[src/rtl/mips_mc_control.sv]
// Multi-cycle MIPS control FSM: sequences fetch/decode/execute/memory/writeback,
// drives every datapath select and strobe, and counts retired instructions.
module mips_mc_control #(
    parameter int CNT_W = 32
) (
    input  logic             clock,
    input  logic             reset,
    input  logic [5:0]       opcode,
    input  logic             mem_ready,
    output logic             pc_write,
    output logic             pc_write_cond,
    output logic             i_or_d,
    output logic             mem_read,
    output logic             mem_write,
    output logic             ir_write,
    output logic             mem_to_reg,
    output logic             reg_dst,
    output logic             reg_write,
    output logic             alu_src_a,
    output logic [1:0]       alu_src_b,
    output logic [1:0]       ula_operation,
    output logic [1:0]       pc_source,
    output logic             illegal_op,
    output logic [3:0]       state,
    output logic [CNT_W-1:0] instr_count
);

    localparam logic [3:0] FETCH     = 4'd0;
    localparam logic [3:0] DECODE    = 4'd1;
    localparam logic [3:0] MEM_ADDR  = 4'd2;
    localparam logic [3:0] MEM_READ  = 4'd3;
    localparam logic [3:0] MEM_WB    = 4'd4;
    localparam logic [3:0] MEM_WRITE = 4'd5;
    localparam logic [3:0] R_EXEC    = 4'd6;
    localparam logic [3:0] R_WB      = 4'd7;
    localparam logic [3:0] BRANCH    = 4'd8;
    localparam logic [3:0] JUMP      = 4'd9;
    localparam logic [3:0] ADDI_EXEC = 4'd10;
    localparam logic [3:0] ADDI_WB   = 4'd11;

    localparam logic [5:0] OP_RTYPE = 6'b000000;
    localparam logic [5:0] OP_LW    = 6'b100011;
    localparam logic [5:0] OP_SW    = 6'b101011;
    localparam logic [5:0] OP_BEQ   = 6'b000100;
    localparam logic [5:0] OP_J     = 6'b000010;
    localparam logic [5:0] OP_ADDI  = 6'b001000;

    logic [3:0] cur_state;
    logic [3:0] nxt_state;
    logic       retire;

    always_comb begin
        nxt_state = FETCH;
        retire    = 1'b0;
        case (cur_state)
            FETCH:     nxt_state = mem_ready ? DECODE : FETCH;
            DECODE: begin
                case (opcode)
                    OP_RTYPE:     nxt_state = R_EXEC;
                    OP_LW, OP_SW: nxt_state = MEM_ADDR;
                    OP_BEQ:       nxt_state = BRANCH;
                    OP_J:         nxt_state = JUMP;
                    OP_ADDI:      nxt_state = ADDI_EXEC;
                    default:      nxt_state = FETCH;
                endcase
            end
            // IR is not reloaded after FETCH, so opcode is still the lw/sw seen in DECODE
            MEM_ADDR:  nxt_state = (opcode == OP_LW) ? MEM_READ : MEM_WRITE;
            MEM_READ:  nxt_state = mem_ready ? MEM_WB : MEM_READ;
            MEM_WRITE: begin
                nxt_state = mem_ready ? FETCH : MEM_WRITE;
                retire    = mem_ready;
            end
            R_EXEC:    nxt_state = R_WB;
            ADDI_EXEC: nxt_state = ADDI_WB;
            MEM_WB, R_WB, BRANCH, JUMP, ADDI_WB: begin
                nxt_state = FETCH;
                retire    = 1'b1;
            end
            default:   nxt_state = FETCH;
        endcase
    end

    // Every output is held low while reset is asserted, independent of the clock
    always_comb begin
        pc_write      = 1'b0;
        pc_write_cond = 1'b0;
        i_or_d        = 1'b0;
        mem_read      = 1'b0;
        mem_write     = 1'b0;
        ir_write      = 1'b0;
        mem_to_reg    = 1'b0;
        reg_dst       = 1'b0;
        reg_write     = 1'b0;
        alu_src_a     = 1'b0;
        alu_src_b     = 2'b00;
        ula_operation = 2'b00;
        pc_source     = 2'b00;
        illegal_op    = 1'b0;
        if (reset) begin
            case (cur_state)
                FETCH: begin
                    mem_read  = 1'b1;
                    alu_src_b = 2'b01;
                    ir_write  = mem_ready;
                    pc_write  = mem_ready;
                end
                DECODE: begin
                    alu_src_b  = 2'b11;
                    illegal_op = !(opcode inside {OP_RTYPE, OP_LW, OP_SW, OP_BEQ, OP_J, OP_ADDI});
                end
                MEM_ADDR, ADDI_EXEC: begin
                    alu_src_a = 1'b1;
                    alu_src_b = 2'b10;
                end
                MEM_READ: begin
                    mem_read = 1'b1;
                    i_or_d   = 1'b1;
                end
                MEM_WB: begin
                    mem_to_reg = 1'b1;
                    reg_write  = 1'b1;
                end
                MEM_WRITE: begin
                    mem_write = 1'b1;
                    i_or_d    = 1'b1;
                end
                R_EXEC: begin
                    alu_src_a     = 1'b1;
                    ula_operation = 2'b10;
                end
                R_WB: begin
                    reg_dst   = 1'b1;
                    reg_write = 1'b1;
                end
                BRANCH: begin
                    alu_src_a     = 1'b1;
                    ula_operation = 2'b01;
                    pc_write_cond = 1'b1;
                    pc_source     = 2'b01;
                end
                JUMP: begin
                    pc_write  = 1'b1;
                    pc_source = 2'b10;
                end
                ADDI_WB:  reg_write = 1'b1;
                default: ;
            endcase
        end
    end

    always_ff @(posedge clock or negedge reset) begin
        if (!reset) begin
            cur_state   <= FETCH;
            instr_count <= '0;
        end else begin
            cur_state <= nxt_state;
            if (retire) instr_count <= instr_count + CNT_W'(1);
        end
    end

    assign state = cur_state;

endmodule
[config.mk]
export PLATFORM = sky130hd
export DESIGN_NAME = mips_mc_control
export DESIGN_NICKNAME = d
export VERILOG_FILES = /design/src/rtl/mips_mc_control.sv
export SDC_FILE = /design/constraint.sdc
export NUM_CORES = 1
export LEC_CHECK = 0
export CAP_MARGIN = 5
export CORE_MARGIN = 3
export CORE_UTILIZATION = 25
export CTS_CLUSTER_SIZE = 28
export DETAILED_ROUTE_END_ITERATION = 10
export GPL_ROUTABILITY_DRIVEN = 0
export HOLD_SLACK_MARGIN = 0.03
export MAX_ROUTING_LAYER = met4
export SKIP_LAST_GASP = 1
export SYNTH_ARGS = -nofsm -noshare
export SYNTH_HDL_FRONTEND = slang
export SYNTH_SLANG_ARGS = --single-unit
[constraint.sdc]
create_clock -name clock -period 3.4 [get_ports clock]
set_input_delay 0.68 -clock clock [delete_from_list [all_inputs] [get_ports clock]]
set_output_delay 0.68 -clock clock [all_outputs]
set_load 0.1 [all_outputs]
Word level (Yosys, flattened, before mapping)
Cells that the tools add are included.

word-level totals
  register bits = 36
  output and inout port bits = 53
  input port bits = 9

operators by class
  multiplexer cells = 35
  reductions and logical operators = 11
  add/subtract/negate cells = 1
  equality and inequality tests = 16

operator list
  cell                     number
  $add A32 B1 Y32 const B  1
  $pmux W4 S7              1
  $mux W1                  22
  $pmux W4 S5              1
  $eq A4 B3 Y1 const B     4
  $eq A4 B4 Y1 const B     4
  $eq A6 B6 Y1 const B     2
  $mux W3                  3
  $eq A4 B2 Y1 const B     2
  $pmux W2 S2              2
  $reduce_or A2 Y1         4
  $eq A6 B2 Y1 const B     1
  $eq A6 B3 Y1 const B     1
  $eq A6 B4 Y1 const B     1
  $logic_not A6 Y1         1
  $mux W2                  3
  $pmux W2 S3              1
  $reduce_bool A6 Y1       1
  $reduce_or A5 Y1         1
  $eq A4 B1 Y1 const B     1
  $logic_not A4 Y1         1
  $pmux W1 S2              2
  $reduce_or A4 Y1         1
  $reduce_or A3 Y1         1
  $logic_not A1 Y1         1

Longest topological paths before layout
Gate-level depths: netlist of the first run.

  depth after elaboration = 5
  depth in mapped cells = 7
  mapped depth without buffers = 5

Least setup slack after synthesis of the first run
Ideal clock, no wire load.

  path kind = register to output
  start point = register cur_state[2] (netlist: state[2])
  end point = output pc_write
  path buffers = 0
  data arrival time = 5.140 ns
  cell stages (with the launch flop) = 5
  data required time = 2.720 ns
  setup slack = -2.420 ns
  cells stage by stage = dfrtp_1 -> nor2_1 -> nand2_1 -> nor4b_1 -> or2_2

on the way
  cells in the longest elaborated chain, start to end = 3

ends and longest elaborated chain
  what                                                     line  text
  start, declared                                          48    logic [3:0] cur_state;
  start signal, assigned                                   157   cur_state <= nxt_state;
  $eq A4 B4 Y1 / $logic_not A4 Y1 (equally long branches)  101   case (cur_state)
  $pmux W1 S2 *                                            101
  $mux W1 *                                                100   if (reset) begin
  end, declared                                            10    output logic pc_write,

Every way passes the cells marked *; elsewhere a longest branch is shown, timed or not.

Final worst setup path of the first run
  start point = input opcode[1]
  end point = output illegal_op

on the way
  cells in the longest elaborated chain, start to end = 5

ends and longest elaborated chain
  what                                        line  text
  start, declared                             8     input logic [5:0] opcode,
  $eq A6 B6 Y1, or another cell as far along  110   illegal_op = !(opcode inside {OP_RTYPE, OP_LW, OP_SW, OP_BEQ, OP_J, OP_ADDI});
  $reduce_bool A6 Y1 *                        110
  $logic_not A1 Y1 *                          110
  $mux W1 *                                   101
  $mux W1 *                                   100
  end, declared                               23    output logic illegal_op,

Marked as above.

==> results_dict.tcl, run 1 <==
set metrics [dict create \
    place_ws_ps 595.9 \
    tightest_slew_ps 770.5 \
    yosysTopAreaCell "dfrtp_1" \
    yosys_warnings 0 \
    hold_buffers 0 \
    path_class "primary input to primary output" \
    met3_usage_pct 4.183 \
    cts.sinks 36 \
    finalSetupViolCount 0 \
    antenna_found_initial 0 \
    yosysSeqAreaShare_pct 45.48 \
    diodes 0 \
    postLayoutCellArea_um2 2922 \
    die_area_um2 9027 \
    synth-xor-area-share_pct 15.03 \
    critPathLaunchType "primary input" \
    yosysMostFrequentCell "dfrtp_1" \
    syn_inst 212 \
    synth_compound_area_share_pct 5.559 \
    worst_slack_ps 604.7 \
    fmax_mhz 357.7 \
    post-route-min-period_ps 2795 \
    dpl.hpwl_mm 3.853 \
    post_cts_buffers 0 \
    die_h_um 95.01 \
    die_w_um 95.01 \
    synthSimpleGateAreaFrac_pct 29.88 \
    synth_cell_types 36 \
    drc 0 \
    fin_crit_sh_pct 82.21 \
    drive_gt1_share_pct 29.93 \
    stdcell_count 373 \
    wl_mm 5.118 \
    syn_to_final_growth_pct 47.50 \
    worstPathRequired_ps 2720 \
    syn_nets 222 \
    grt_pass1_wl_mm 8.625 \
    cts_root_buffer "clkbuf_8" \
    cts_buffer_depth 2 \
    hold-worst-slack_ps 239.9 \
    ant_nets 0 \
    cts_tree "yes" \
    grtUsageTotal_pct 12.47 \
    cellPowerDensity_nw_per_um2 426.0 \
    async_flop_share_pct 100.0 \
    synth_edf_count 0 \
    synth-seq-cells 36 \
    dr.first_iter.drc_count 149 \
    grt_busiest_layer "met2" \
    synth_mux_area_share_pct 0.5685 \
    yosys.area.top_type_share_pct 45.48 \
    synth.area.top_cells "dfrtp_1, xnor2_1, xor2_1" \
    start_util_pct 26.46 \
    port_buffers 61 \
    peakVddDrop_mv 0.3941 \
    fin_util_pct 39.03 \
    grt_pass1_vias 1743 \
    ys.flop_type "dfrtp_1" \
    status "completed" \
    cts_resized 0 \
    wl_per_cell_um 13.72 \
    vias 1771 \
    synth_top_family_by_area "simple AND/OR/NAND/NOR gates" \
    cap_viol_max_count 0 \
    grt_start_max_net_pins 33 \
    cts_buffers 5 \
    nets 284 \
    met2_usage_pct 17.79 \
    relSlewSlack_pct 48.16 \
    cp.arrival_ps 2120 \
    ioPinCount 62 \
    synthTopCellsByCount "dfrtp_1, xnor2_1, nand2_1" \
    rsz0062_at_grt "no" \
    gr-total-overflow 0 \
    cts.clk_slew.worst_paths_ps 70 \
    clock_latency_ps 290 \
    finalClockSkew_ps 3.269 \
    place_area_um2 2844 \
    syn_avg_cell_area_um2 9.343 \
    vias_per_cell 4.748 \
    htreeDepth 2 \
    n_fill_cell 741 \
    core_area_um2 7486 \
    slew_viol_final 0 \
    cp-end-kind "primary output" \
    dp_cells 366 \
    drt_pass1_iterations 4 \
    synth_fa_ha_area_share_pct 1.137 \
    syn_area_um2 1981 \
    std_cell_rows 31 \
    critPathMaxFanout 7 \
    met1_usage_pct 17.24 \
    p_leak_nw 1.294 \
    hold_class "primary input to async pin" \
    hold_viol 0 \
]
routing by layer:
metal  share of wire, %  vias to the layer above
li1                   -                      864
met1                 47                      852
met2                 45                       50
met3                7.2                        5
met4               0.76                        0
met5                  0                        -
worst paths after layout:
path / start / end / slack (ps) / depth (start not counted)
min: reset / state[1] / 240 / 1
max: opcode[1] / illegal_op / 600 / 6
min in group clock: instr_count[31] / instr_count[31] / 480 / 1
max in group asynchronous: reset / instr_count[1] / 2490 / 2
max reg2reg: state[1] / instr_count[23] / 1000 / 5
min reg2reg: instr_count[31] / instr_count[31] / 480 / 1
stage by stage:
stage,power (mW),setup TNS [ps]
final,1.245,0
after detailed placement,0.9660,0
after CTS,1.258,0
after global placement,0.9638,0
after global routing,1.307,0
after floorplan,0.8253,-232.6
power breakdown:
| part | internal, mW | switching [mW] |
|---|---|---|
| combinational | 0.127 | 0.338 |
| clock | 0.139 | 0.151 |
| sequential | 0.450 | 0.0395 |
kinds of logic (layout without fill, tap and decap cells):
| kind of cell | after synthesis | after routing |
|---|---|---|
| compound gates | 19 | 19 |
| xor+xnor | 34 | 34 |
| fa+ha+maj | 2 | 2 |
| buf+inv | 11 | 73 |
| flops | 36 | 36 |
| mux | 1 | 1 |
| simple gates | 109 | 109 |
cell type report:
type	count	area [µm²]	share of cell area, %
Sequential cell	36	902.1	30.88
Multi-Input combinational cell	165	1106	37.86
Timing Repair Buffer	63	700.7	23.98
Inverter	3	11.26	0.3854
Tap cell	99	123.9	4.240
Clock inverter	1	5.005	0.1713
Clock buffer	6	72.57	2.484
registers in the layout (all words and copies together), names as in the netlist:
signal       cells
instr_count     32
state            4
cells in the final DEF (no fill, tap or decap), types with 7 or more instances in the layout:
cell	n
clkdlybuf4s50_1	7
and3_1	7
o21ai_0	9
xor2_1	10
buf_12	17
xnor2_1	24
nor2_1	14
buf_4	38
nand2_1	21
dfrtp_1	35
nand3_1	14
nand4_1	13
worst max-delay path, cell delays in order:
cell	delay, ps
clkdlybuf4s50_1	500
maj3_1	390
o22a_1	180
nor2_1	110
nor3_2	70
buf_12	180
(Power assumes the default switching activity.)
==> inputs of run 2 (changes only) <==
==> constraint.sdc (replaced) <==
create_clock -name clock -period 2.56 [get_ports clock]
set_input_delay 0.512 -clock clock [delete_from_list [all_inputs] [get_ports clock]]
set_output_delay 0.512 -clock clock [all_outputs]
set_load 0.1 [all_outputs]
==> results_dict.tcl, run 2 (same netlist as run 1, synthesis figures left out) <==
set metrics [dict create \
    postLayoutCellArea_um2 3077 \
    syn_to_final_growth_pct 55.34 \
    regMostFlops "instr_count" \
    finalSetupViolCount 0 \
    std_cell_rows 31 \
    post-route-min-period_ps 2370 \
    dr.first_iter.drc_count 81 \
    totalPowerFinal_mw 1.789 \
    htreeDepth 2 \
    rsz0062_at_grt "no" \
    fin_crit_sh_pct 92.57 \
    slew_viol_final 0 \
    finalClockSkew_ps 10.71 \
    pwr-share-comb_pct 34.8 \
    grt_start_max_net_pins 35 \
    status "completed" \
    hold_buffers 0 \
    layout_commonest_cell "buf_4" \
    diodes 0 \
    hold_class "primary input to async pin" \
    vias 1791 \
    wl_mm 5.218 \
    die_area_um2 9027 \
    fmax_mhz 422.0 \
    wl_per_cell_um 13.70 \
    drt_pass1_iterations 4 \
    post_cts_buffers 0 \
    grt_pass1_vias 1835 \
    cts_buffer_depth 2 \
    cts.sinks 36 \
    place_area_um2 2965 \
    dpl.hpwl_mm 3.963 \
    cts_root_buffer "clkbuf_8" \
    ioPinCount 62 \
    tightest_slew_ps 430.5 \
    die_w_um 95.01 \
    critPathLaunchType "flip-flop" \
    peakVddDrop_mv 0.3485 \
    clock_latency_ps 290 \
    p_sw_uw 721.4 \
    p_clk_share_pct 27.8 \
    slowest_stage "dfrtp_4" \
    cp.arrival_ps 1860 \
    drc 0 \
    worstPathRequired_ps 2050 \
    path_class "flip-flop to primary output" \
    largest_reg_flops 32 \
    start_util_pct 26.46 \
    cap_viol_max_count 0 \
    cpPeakStageDelay_ps 600 \
    port_buffers 61 \
    ant_nets 0 \
    die_h_um 95.01 \
    hold_viol 0 \
    reg2reg_depth 5 \
    relSlewSlack_pct 71.30 \
    cp-end-kind "primary output" \
    drive_gt1_share_pct 34.75 \
    seq_power_share_pct 37.4 \
    core_area_um2 7486 \
    vias_per_cell 4.701 \
    path_cells "nand2b_1, o21ai_0, and3_1, buf_12" \
    intPower_mw 1.068 \
    cts_resized 0 \
    grtUsageTotal_pct 12.69 \
    cts.clk_slew.worst_paths_ps 80 \
    nets 291 \
    antenna_found_initial 0 \
    gr-total-overflow 0 \
    critPathMaxFanout 18 \
    layout_common_cells "buf_4, dfrtp_1, xnor2_1" \
    grt_pass1_wl_mm 8.983 \
    p_leak_nw 1.348 \
    fin_util_pct 41.10 \
    swShare_pct 40.32 \
    cts_buffers 5 \
    cellPowerDensity_nw_per_um2 581.4 \
    cts_tree "yes" \
]
run 2: stage by stage:
step | cells | TNS, ps | setup slack [ps] | hold slack, ps
2_1_floorplan | 212 | -1008 | -401.4 | 216.4
3_3_place_gp | 373 | 0 | 106.0 | 397.9
3_5_place_dp | 373 | 0 | 102.7 | 398.2
4_1_cts | 381 | 0 | 158.6 | 91.43
5_1_grt | 381 | 0 | 72.69 | 88.30
6_report | 381 | 0 | 190.1 | 100.0
run 2: power groups by stage:
| stage | Combinational [mW] | Sequential, mW | Clock (mW) |
|---|---|---|---|
| after floorplan | 0.273 | 0.863 | 0 |
| after global placement | 0.626 | 0.678 | 0 |
| after detailed placement | 0.628 | 0.681 | 0 |
| after CTS | 0.630 | 0.669 | 0.514 |
| after global routing | 0.654 | 0.678 | 0.540 |
| final | 0.622 | 0.669 | 0.498 |
run 2: worst paths after layout:
path | start | to | slack, ps
max in group asynchronous | reset | state[3] | 1730
min reg2reg | instr_count[31] | instr_count[31] | 480
max reg2reg | state[1] | instr_count[23] | 380
min in group clock | instr_count[31] | instr_count[31] | 480
min | reset | state[0] | 100
max | state[1] | alu_src_b[1] | 190
run 2: critical path, delay by kind of cell, from the launching register on:
family	cells	cell delay (ps)
compound gates	1	210
simple gates	2	570
buf+inv	1	180
flops	1	600
run 2: cell type report:
type | instances | area (µm²)
sequential | 36 | 915.9
fill | 715 | 4409
multi-input combinational | 165 | 1154
tap | 99 | 123.9
timing repair buffer | 70 | 753.2
inverter | 3 | 18.77
clock inverter | 3 | 42.54
clock buffer | 5 | 68.82
run 2: metal layers:
metal / up-vias / track usage [%] / share of wire, %
met5: - / - / 0
met4: 0 / 1.322 / 0.19
met3: 2 / 3.867 / 6.4
met2: 56 / 19.20 / 45
met1: 849 / 17.41 / 48
li1: 884 / - / -
